[config.mk]
export PLATFORM = sky130hd
export DESIGN_NAME = key_progress
export DESIGN_NICKNAME = d
export VERILOG_FILES = /design/src/rtl/key_progress_pkg.sv /design/src/rtl/key_progress_btn_onepulse.sv /design/src/rtl/key_progress.sv
export SDC_FILE = /design/constraint.sdc
export NUM_CORES = 1
export LEC_CHECK = 0
export CAP_MARGIN = 0
export CORE_MARGIN = 1.5
export CORE_UTILIZATION = 23
export DETAILED_ROUTE_END_ITERATION = 10
export GPL_TIMING_DRIVEN = 0
export RECOVER_POWER = 25
export SETUP_SLACK_MARGIN = 0.15
export SLEW_MARGIN = 10
export SYNTH_ARGS = -nofsm -noshare
export SYNTH_HDL_FRONTEND = slang
export SYNTH_HIERARCHICAL = 1
export SYNTH_SLANG_ARGS = --single-unit
[constraint.sdc]
create_clock -name i_clk -period 2.72 [get_ports i_clk]
set_input_delay 0.544 -clock i_clk [delete_from_list [all_inputs] [get_ports i_clk]]
set_output_delay 0.544 -clock i_clk [all_outputs]
set_load 0.05 [all_outputs]
[src/rtl/key_progress_pkg.sv]
// Shared game definitions for the stage-1 key tracker: game state codes,
// key box geometry, renderer object codes and the tracker FSM encoding.
package key_progress_pkg;

  typedef enum logic [3:0] {
    ST_TITLE    = 4'd0,
    ST_STAGE1   = 4'd2,
    ST_SUCCESS1 = 4'd3,
    ST_FAIL     = 4'd8
  } game_state_e;

  typedef enum logic [1:0] {
    OBJ_NONE       = 2'd0,
    OBJ_FIND_KEY   = 2'd1,
    OBJ_FIND_LIGHT = 2'd2,
    OBJ_FIND_DOOR  = 2'd3
  } obj_find_e;

  typedef enum logic [2:0] {
    KP_IDLE  = 3'd0,
    KP_HUNT  = 3'd1,
    KP_COOL  = 3'd2,
    KP_ALL   = 3'd3,
    KP_CLEAR = 3'd4
  } kp_state_e;

  localparam int KEY_SIZE = 20;

  // Top-left corners of the three key sprites, half-res coordinates.
  localparam int K0_X = 65;
  localparam int K0_Y = 35;
  localparam int K1_X = 235;
  localparam int K1_Y = 35;
  localparam int K2_X = 235;
  localparam int K2_Y = 205;

  // Half-open rectangle overlap; ends are exclusive, all values 10 bits wide
  // so a player near the right/bottom edge cannot wrap around.
  function automatic logic box_overlap(
    input logic [9:0] ax0, input logic [9:0] ax1,
    input logic [9:0] ay0, input logic [9:0] ay1,
    input logic [9:0] bx0, input logic [9:0] bx1,
    input logic [9:0] by0, input logic [9:0] by1
  );
    return (ax0 < bx1) && (ax1 > bx0) && (ay0 < by1) && (ay1 > by0);
  endfunction

endpackage

[src/rtl/key_progress_btn_onepulse.sv]
// Button conditioner: two-flop synchroniser followed by a rising-edge
// detector. o_pulse is high for one cycle, combinationally from flops, so
// the consumer registers it on the third edge after the raw rise.
module btn_onepulse (
  input  logic i_clk,
  input  logic i_rst,
  input  logic i_btn,
  output logic o_pulse
);

  logic r_sync1;
  logic r_sync2;
  logic r_prev;

  // Synchronise the raw button and keep the previous synchronised level.
  always_ff @(posedge i_clk) begin
    if (i_rst) begin
      r_sync1 <= 1'b0;
      r_sync2 <= 1'b0;
      r_prev  <= 1'b0;
    end else begin
      r_sync1 <= i_btn;
      r_sync2 <= r_sync1;
      r_prev  <= r_sync2;
    end
  end

  assign o_pulse = r_sync2 & ~r_prev;

endmodule

[src/rtl/key_progress.sv]
// Stage-1 key collection tracker. Counts picks on the currently visible key,
// enforces a cooldown between picks and requests the door unlock once all
// three keys are held and the player picks at the door.
//
//   state    | meaning
//   ---------+----------------------------------------------------------
//   KP_IDLE  | not in stage 1, key_find held at 0
//   KP_HUNT  | waiting for a pick that overlaps the visible key
//   KP_COOL  | cooldown after a pick, picks ignored
//   KP_ALL   | all keys held, waiting for a pick inside the door region
//   KP_CLEAR | door requested, holding key_find=3 with no pulses
module key_progress
  import key_progress_pkg::*;
#(
  parameter int PLAYER_W = 16,
  parameter int PLAYER_H = 16,
  parameter int DOOR_X0  = 150,
  parameter int DOOR_X1  = 170,
  parameter int DOOR_Y0  = 200,
  parameter int DOOR_Y1  = 240,
  parameter int COOLDOWN = 25_000_000
) (
  input  logic       i_clk,
  input  logic       i_rst,
  input  logic [3:0] i_state,
  input  logic [8:0] i_player_x,
  input  logic [8:0] i_player_y,
  input  logic       i_btn_pick,
  output logic [1:0] o_key_find,
  output logic       o_key_pulse,
  output logic       o_door_open
);

  localparam int CNT_W = (COOLDOWN > 2) ? $clog2(COOLDOWN) : 1;

  kp_state_e        r_state;
  logic [1:0]       r_key_find;
  logic             r_key_pulse;
  logic             r_door_open;
  logic [CNT_W-1:0] r_cool_cnt;

  logic       w_pick_evt;
  logic [9:0] w_px0, w_px1, w_py0, w_py1;
  logic [9:0] w_kx0, w_ky0;
  logic       w_key_valid;
  logic       w_key_hit;
  logic       w_door_hit;
  logic       w_in_stage;

  btn_onepulse u_btn_pick (
    .i_clk   (i_clk),
    .i_rst   (i_rst),
    .i_btn   (i_btn_pick),
    .o_pulse (w_pick_evt)
  );

  assign w_px0 = {1'b0, i_player_x};
  assign w_py0 = {1'b0, i_player_y};
  assign w_px1 = w_px0 + 10'(PLAYER_W);
  assign w_py1 = w_py0 + 10'(PLAYER_H);

  // Select the box of the key currently drawn; none once all are held.
  always_comb begin
    w_kx0       = 10'd0;
    w_ky0       = 10'd0;
    w_key_valid = 1'b1;
    case (r_key_find)
      2'd0:    begin w_kx0 = 10'(K0_X); w_ky0 = 10'(K0_Y); end
      2'd1:    begin w_kx0 = 10'(K1_X); w_ky0 = 10'(K1_Y); end
      2'd2:    begin w_kx0 = 10'(K2_X); w_ky0 = 10'(K2_Y); end
      default: w_key_valid = 1'b0;
    endcase
  end

  assign w_key_hit = w_key_valid &&
                     box_overlap(w_px0, w_px1, w_py0, w_py1,
                                 w_kx0, w_kx0 + 10'(KEY_SIZE),
                                 w_ky0, w_ky0 + 10'(KEY_SIZE));

  assign w_door_hit = box_overlap(w_px0, w_px1, w_py0, w_py1,
                                  10'(DOOR_X0), 10'(DOOR_X1),
                                  10'(DOOR_Y0), 10'(DOOR_Y1));

  assign w_in_stage = (i_state == 4'(ST_STAGE1)) || (i_state == 4'(ST_SUCCESS1));

  // Tracker FSM with registered key index and one-cycle pulses.
  always_ff @(posedge i_clk) begin
    if (i_rst) begin
      r_state     <= KP_IDLE;
      r_key_find  <= 2'd0;
      r_key_pulse <= 1'b0;
      r_door_open <= 1'b0;
      r_cool_cnt  <= '0;
    end else begin
      r_key_pulse <= 1'b0;
      r_door_open <= 1'b0;
      if (r_state != KP_IDLE && !w_in_stage) begin
        // Leaving the stage wins over any pick in the same cycle.
        r_state    <= KP_IDLE;
        r_key_find <= 2'd0;
        r_cool_cnt <= '0;
      end else begin
        case (r_state)
          KP_IDLE: begin
            r_key_find <= 2'd0;
            if (i_state == 4'(ST_STAGE1)) r_state <= KP_HUNT;
          end
          KP_HUNT: begin
            if (w_pick_evt && w_key_hit) begin
              r_key_find  <= r_key_find + 2'd1;
              r_key_pulse <= 1'b1;
              if (r_key_find == 2'd2) begin
                r_state <= KP_ALL;
              end else begin
                r_cool_cnt <= CNT_W'(COOLDOWN - 1);
                r_state    <= KP_COOL;
              end
            end
          end
          KP_COOL: begin
            if (r_cool_cnt == '0) r_state <= KP_HUNT;
            else                  r_cool_cnt <= r_cool_cnt - 1'b1;
          end
          KP_ALL: begin
            if (w_pick_evt && w_door_hit) begin
              r_door_open <= 1'b1;
              r_state     <= KP_CLEAR;
            end
          end
          KP_CLEAR: begin
            r_key_find <= 2'd3;
          end
          default: begin
            r_state    <= KP_IDLE;
            r_key_find <= 2'd0;
          end
        endcase
      end
    end
  end

  assign o_key_find  = r_key_find;
  assign o_key_pulse = r_key_pulse;
  assign o_door_open = r_door_open;

endmodule

* Yosys cells after proc, flatten, opt, wreduce, memory -nomap -nowiden *
Index checks and enable logic that the tools add are counted.
Widths: inputs -> output; s select.

cells by class
  multiplexer cells = 17
  equal/unequal tests = 14
  reductions and logical operators = 27
  magnitude comparators = 8
  add/sub/neg operators = 6
  bitwise gates (word level) = 6

operators with widths
  cell                   count
  $mux 25                3
  $pmux 25 s2            1
  $pmux 8 s2             2
  $logic_not 25->1       1
  $sub 25x1->25 const B  1
  $add 10x5->10 const B  2
  $add 9x5->10 const B   2
  $gt 10x10->1           2
  $gt 10x8->1 const B    2
  $lt 9x10->1            2
  $lt 9x8->1 const B     2
  $pmux 3 s5             1
  $mux 3                 4
  $ne 2x2->1 const B     6
  $logic_and 1x1->1      10
  $reduce_or 3->1        3
  $eq 4x2->1 const B     2
  $reduce_or 2->1        4
  $eq 3x2->1 const B     2
  $pmux 2 s3             1
  $not 1->1              5
  $reduce_and 5->1       1
  $mux 1                 4
  $reduce_and 4->1       1
  14 further kinds       14

word-level totals
  output and inout port bits = 4
  word-level logic and storage cells = 86
  register bits = 35
  input bits = 25

* Depth between registers and ports, before layout *
  depth in word-level cells = 12
  gate-level depth with buffers = 14
  mapped depth without buffers = 12

* Cells and area by module *
Netlist, hierarchy kept.

by module, submodules not included
  module        sequential area each (µm²)  cells each  area an instance (µm²)  instances
  key_progress  640.6                       328         2667.6                  1
  btn_onepulse  60.1                        7           87.6                    1

* Least setup slack after synthesis *
No wires, ideal clock.

  path kind = reg-to-reg
  start point = register r_key_find[0], in the netlist o_key_find[0]
  end point = register r_cool_cnt[10]
  path buffers = 1
  clock period less this slack = 3.435 ns
  cell stages (with the launch flop) = 14
  library setup time = 0.121 ns
  required time = 2.599 ns
  path slack = -0.715 ns
  arrival = 3.314 ns
  cell sequence = dfxtp_1 > inv_1 > ha_1 > buf_4 > inv_1 > ha_1 > nand2b_1 > a221oi_2 > or4_1 > a311o_1 > nand4_4 > a21oi_1 > nand2_1 > mux2_2

on the way
  cells in the longest elaborated chain, start to end = 12
  elaborated cells between the ends (all ways) = 23
  classes of those cells = add/sub (2); order compare (4); eq/ne (4); mux (3); reduce/logical (10)

ends and longest elaborated chain
  what                                      line                                     text
  start, declared                           key_progress.sv:37                       logic [1:0] r_key_find;
  start signal, assigned                    key_progress.sv:110                      r_key_find <= r_key_find + 2'd1;
  $eq 2x2->1 or $eq 2x1->1 (tied branches)  key_progress.sv:67, key_progress.sv:112
  $reduce_or 2->1 (no source line)          n/a
  $pmux 8 s2                                key_progress.sv:67                       case (r_key_find)
  $add 10x5->10                             key_progress.sv:77                       w_kx0, w_kx0 + 10'(KEY_SIZE),
  $lt 9x10->1                               key_progress_pkg.sv:45                   return (ax0 < bx1) && (ax1 > bx0) && (ay0 < by1) && (ay1 > by0);
  $logic_and 1x1->1 (3 in series)           key_progress_pkg.sv:45
  $logic_and 1x1->1                         key_progress.sv:75                       assign w_key_hit = w_key_valid &&
  $logic_and 1x1->1                         key_progress.sv:109                      if (w_pick_evt && w_key_hit) begin
  $ne 2x2->1 (no source line)               n/a
  $reduce_and 4->1 (no source line) *       n/a
  end signal, assigned                      key_progress.sv:115                      r_cool_cnt <= CNT_W'(COOLDOWN - 1);
  end signal, assigned                      key_progress.sv:122                      else r_cool_cnt <= r_cool_cnt - 1'b1;
  end, declared                             key_progress.sv:40                       logic [CNT_W-1:0] r_cool_cnt;

Mark *: on every way between the ends. The rest lies on a longest branch, timed or not.
A chain may end at the register's enable or synchronous reset.

* Final worst setup path *
  start point = register r_key_find[1], in the netlist o_key_find[1]
  end point = register r_cool_cnt[10]

The elaborated chain is that of the path after synthesis.

==> impl_metrics.toml <==
[logic_synthesis]
synth_area_per_cell_um2 = 8.22
ys.flop_type = "dfxtp_1"
synth_edf_count = 0
synth_nets = 387
yosysWarningCount = 6
syn_area_um2 = 2760
synth-seq-area-share_pct = 25.4
synth_cell_types = 61
ys_ff_latch = 35
syn_inst = 335
synthArstFlopShare_pct = 0

[grt]
grt_util_all_layers_pct = 11.5
grt_max_degree = 12
grt_antenna_before_repair = 0
grt_pass1_vias = 2591
grt_overflow = 0
grt_pass1_wl_mm = 12.2

[power]
combPwrFrac_pct = 70.5
p_leak_nw = 1.51
pwr-share-seq_pct = 16.1
ir_drop_v = 0.000658
internal-power_mw = 3.09
switching_share_pct = 43.4
clkPwrFrac_pct = 13.4
power_mw = 5.46
powerDensity_nw_per_um2 = 1330
p_sw_mw = 2.37

[min_path]
hold_path_depth = 1
hold_class = "flip-flop to flip-flop"

[worst_setup_path]
max_stage_delay_ps = 480
crit_chain = "inv_4 -> ha_4 -> buf_8 -> inv_6 -> ha_4 -> or4_4 -> nor4_4 -> nand4_4 -> buf_12 -> a21oi_4 -> nand2_2 -> mux2_4"
cp.required_ps = 2880
crit_path_frequent_cell = "ha_4"
cp_data_arrival_time_ps = 3070
crit_cells = 12
cp_max_fo = 6
cp_num_buf_inv = 4
startpoint_type = "flip-flop"
critPathSlowestCell = "or4_4"
cp_top_family = "simple AND/OR/NAND/NOR gates"
r2r_cells = 12
critPathKind = "flip-flop to flip-flop"
worstSetupEndpointType = "flip-flop"

[die]
ioPinCount = 29
initial_core_util_pct = 23.8
die_w_um = 112
fp-row-count = 39
fp.dieH_um = 112
coreArea_um2 = 11600
dieArea_um2 = 12600

[cells_and_area]
layout-drive-gt1-share_pct = 33.3
num_antenna_cells = 0
layoutNonFillerInstCount = 543
area_delta_synth_final_pct = 48.7
fin_nets = 451

[place]
port_buffers = 27
place_inst = 505
gp_congestion = 0.807
hpwl_mm = 5.17

[job]
maxCapViolations = 0

[timing]
maxSlewViolCount = 0
worst_slew_pin_slew_ps = 694
period_minus_slack_ps = 2910
slew_headroom_pct = 53.5
hold_viol = 0
fin_ws_ps = -192
fmax_mhz = 343
setup_viol = 24
rsz0062_at_grt = "yes"
layout_worst_path_cycle_share_pct = 107
worst_clock_skew_ps = 4.40

[routing]
dr.pass1.iters = 9
ant_nets = 0
via_per_inst = 4.92
routedWlPerCell_um = 13.5
drc = 3
totalWireLength_mm = 7.31
drtIter0Drc = 132
vias = 2674

[clock_network]
cts-buffers-inserted = 5
tritoncts = "done"
hold_buffers = 0
clkSinkCount = 35
cts.path.max_buffers = 2
clk_latency_ps = 280
cts_max_level = 2
root_buffer = "clkbuf_16"
cts.clk_slew.worst_paths_ps = 50

[run_status]
status = "finished, violations left"
violations = "DRC, setup timing"
[cells in the mapped netlist, types with 4 or more instances]
cell type   n  area, um2
nor2b_1     8       50.1
nor4_1      6       37.5
inv_1      19       71.3
clkbuf_1    5       18.8
ha_1       27        338
dfxtp_1    35        701
a21oi_1    26        130
a31oi_1     6       37.5
nand3_1    10       50.1
a311oi_1    4       35.0
a211oi_2    4       50.1
nor2_1     29        109
nor3_1      8       40.0
nand2_1    30        113
xnor2_1    12        105
nand2b_1    8       50.1
or3_4       4       45.0
a211oi_1   10       75.1
or3_1       7       43.8
o21ai_0    13       65.1
[layout by cell type (no fill, tap or decap), types with 4 or more instances in the layout]
cell type / synthesis / routed
clkbuf_1: 5 / 6
a31oi_1: 6 / 5
nor3_1: 8 / 7
ha_1: 27 / 17
nand3_1: 10 / 8
or3_4: 4 / 5
a21oi_2: 0 / 9
xnor2_1: 12 / 11
dlygate4sd2_1: 0 / 5
clkbuf_16: 0 / 5
inv_1: 19 / 11
dfxtp_1: 35 / 31
or3_1: 7 / 6
clkdlybuf4s50_1: 0 / 17
ha_4: 0 / 7
buf_4: 3 / 19
o21ai_0: 13 / 8
dfxtp_4: 0 / 4
buf_6: 3 / 14
a311oi_1: 4 / 4
nand2b_1: 8 / 7
a211oi_1: 10 / 8
nor2b_1: 8 / 7
nor2_1: 29 / 27
a21oi_1: 26 / 16
a211oi_2: 4 / 6
nand2_1: 30 / 27
inv_2: 0 / 5
nor4_1: 6 / 4
[worst register-to-register path: cells and delay by family (launching register included)]
kind | cells | cell delay [ps]
AOI/OAI and AO/OA | 1 | 160
adders and majority gates | 2 | 420
buffers and inverters | 4 | 410
DFF | 1 | 400
muxes | 1 | 310
and+or+nand+nor | 4 | 1090
[power by group through the flow]
stage / logic [mW] / registers [mW] / clock network (mW)
2_1_floorplan: 2.21 / 0.819 / 0
3_3_place_gp: 2.67 / 0.846 / 0
3_5_place_dp: 2.70 / 0.851 / 0
4_1_cts: 3.07 / 0.856 / 0.744
5_1_grt: 4.17 / 0.900 / 0.767
6_report: 3.85 / 0.878 / 0.729
[final cells by class]
type                       instances  area, um2
multi-input combinational        267       2270
tap                              143        179
clock buffer                       6        129
buffer                            14        120
inverter                          19       81.3
clock inverter                     2       60.1
fill                            1125       7470
timing repair buffer              57        547
sequential                        35        716
[path summary, 6_finish.rpt]
| kind | startpoint | slack (ps) | to |
|---|---|---|---|
| worst max-delay path | o_key_find[1] | -190 | r_cool_cnt[10] |
| worst min register to register | u_btn_pick/r_sync1 | 430 | u_btn_pick/r_sync2 |
| worst min-delay path | u_btn_pick/r_sync1 | 430 | u_btn_pick/r_sync2 |
| worst max register to register | o_key_find[1] | -190 | r_cool_cnt[10] |
[kinds of logic after synthesis]
logic type	Yosys count	synth area share, %
fa+ha+maj	27	12.3
compound gates	92	24.1
mux	3	1.14
xor+xnor	15	5.27
simple gates	130	25.9
flops	35	25.4
buf+inv	33	5.86
[metal layers]
| metal | share of wire (%) | GRT usage, % | vias to the layer above | routed length (um) |
|---|---|---|---|---|
| met5 | 0 | 0 | - | 0 |
| met4 | 1.6 | 3.71 | 0 | 117 |
| met3 | 2.6 | 1.62 | 10 | 190 |
| met2 | 48 | 20.1 | 43 | 3500 |
| met1 | 48 | 14.7 | 1268 | 3500 |
| li1 | - | - | 1353 | - |
[flip-flops by register name (all words and copies together) (netlist names)]
name,flops
u_btn_pick/r_prev,1
u_btn_pick/r_sync2,1
o_door_open,1
u_btn_pick/r_sync1,1
o_key_find,2
r_cool_cnt,25
r_state,3
o_key_pulse,1
[stage by stage]
step | setup TNS (ps) | utilization (%) | cell area (um2) | setup WS (ps) | hold slack (ps)
finish | -2170 | 35.4 | 4100 | -192 | 434
global route | -5200 | 35.4 | 4100 | -290 | 462
CTS | -2440 | 33.1 | 3830 | -187 | 438
detailed placement | -28600 | 29.0 | 3360 | -1120 | 424
global placement | -28180 | 29.0 | 3360 | -1100 | 419
floorplan | -775 | - | 2910 | -108 | 414
[what timing repair did]
item / 4_1_cts / 5_1_grt
pin swaps: 20 / 21
setup buffers: 17 / 13
cloned: 0 / 0
gates resized for setup: 54 / 42
setup endpoints to repair: 32 / 32
No activity file was read; power rests on OpenSTA's default activity.
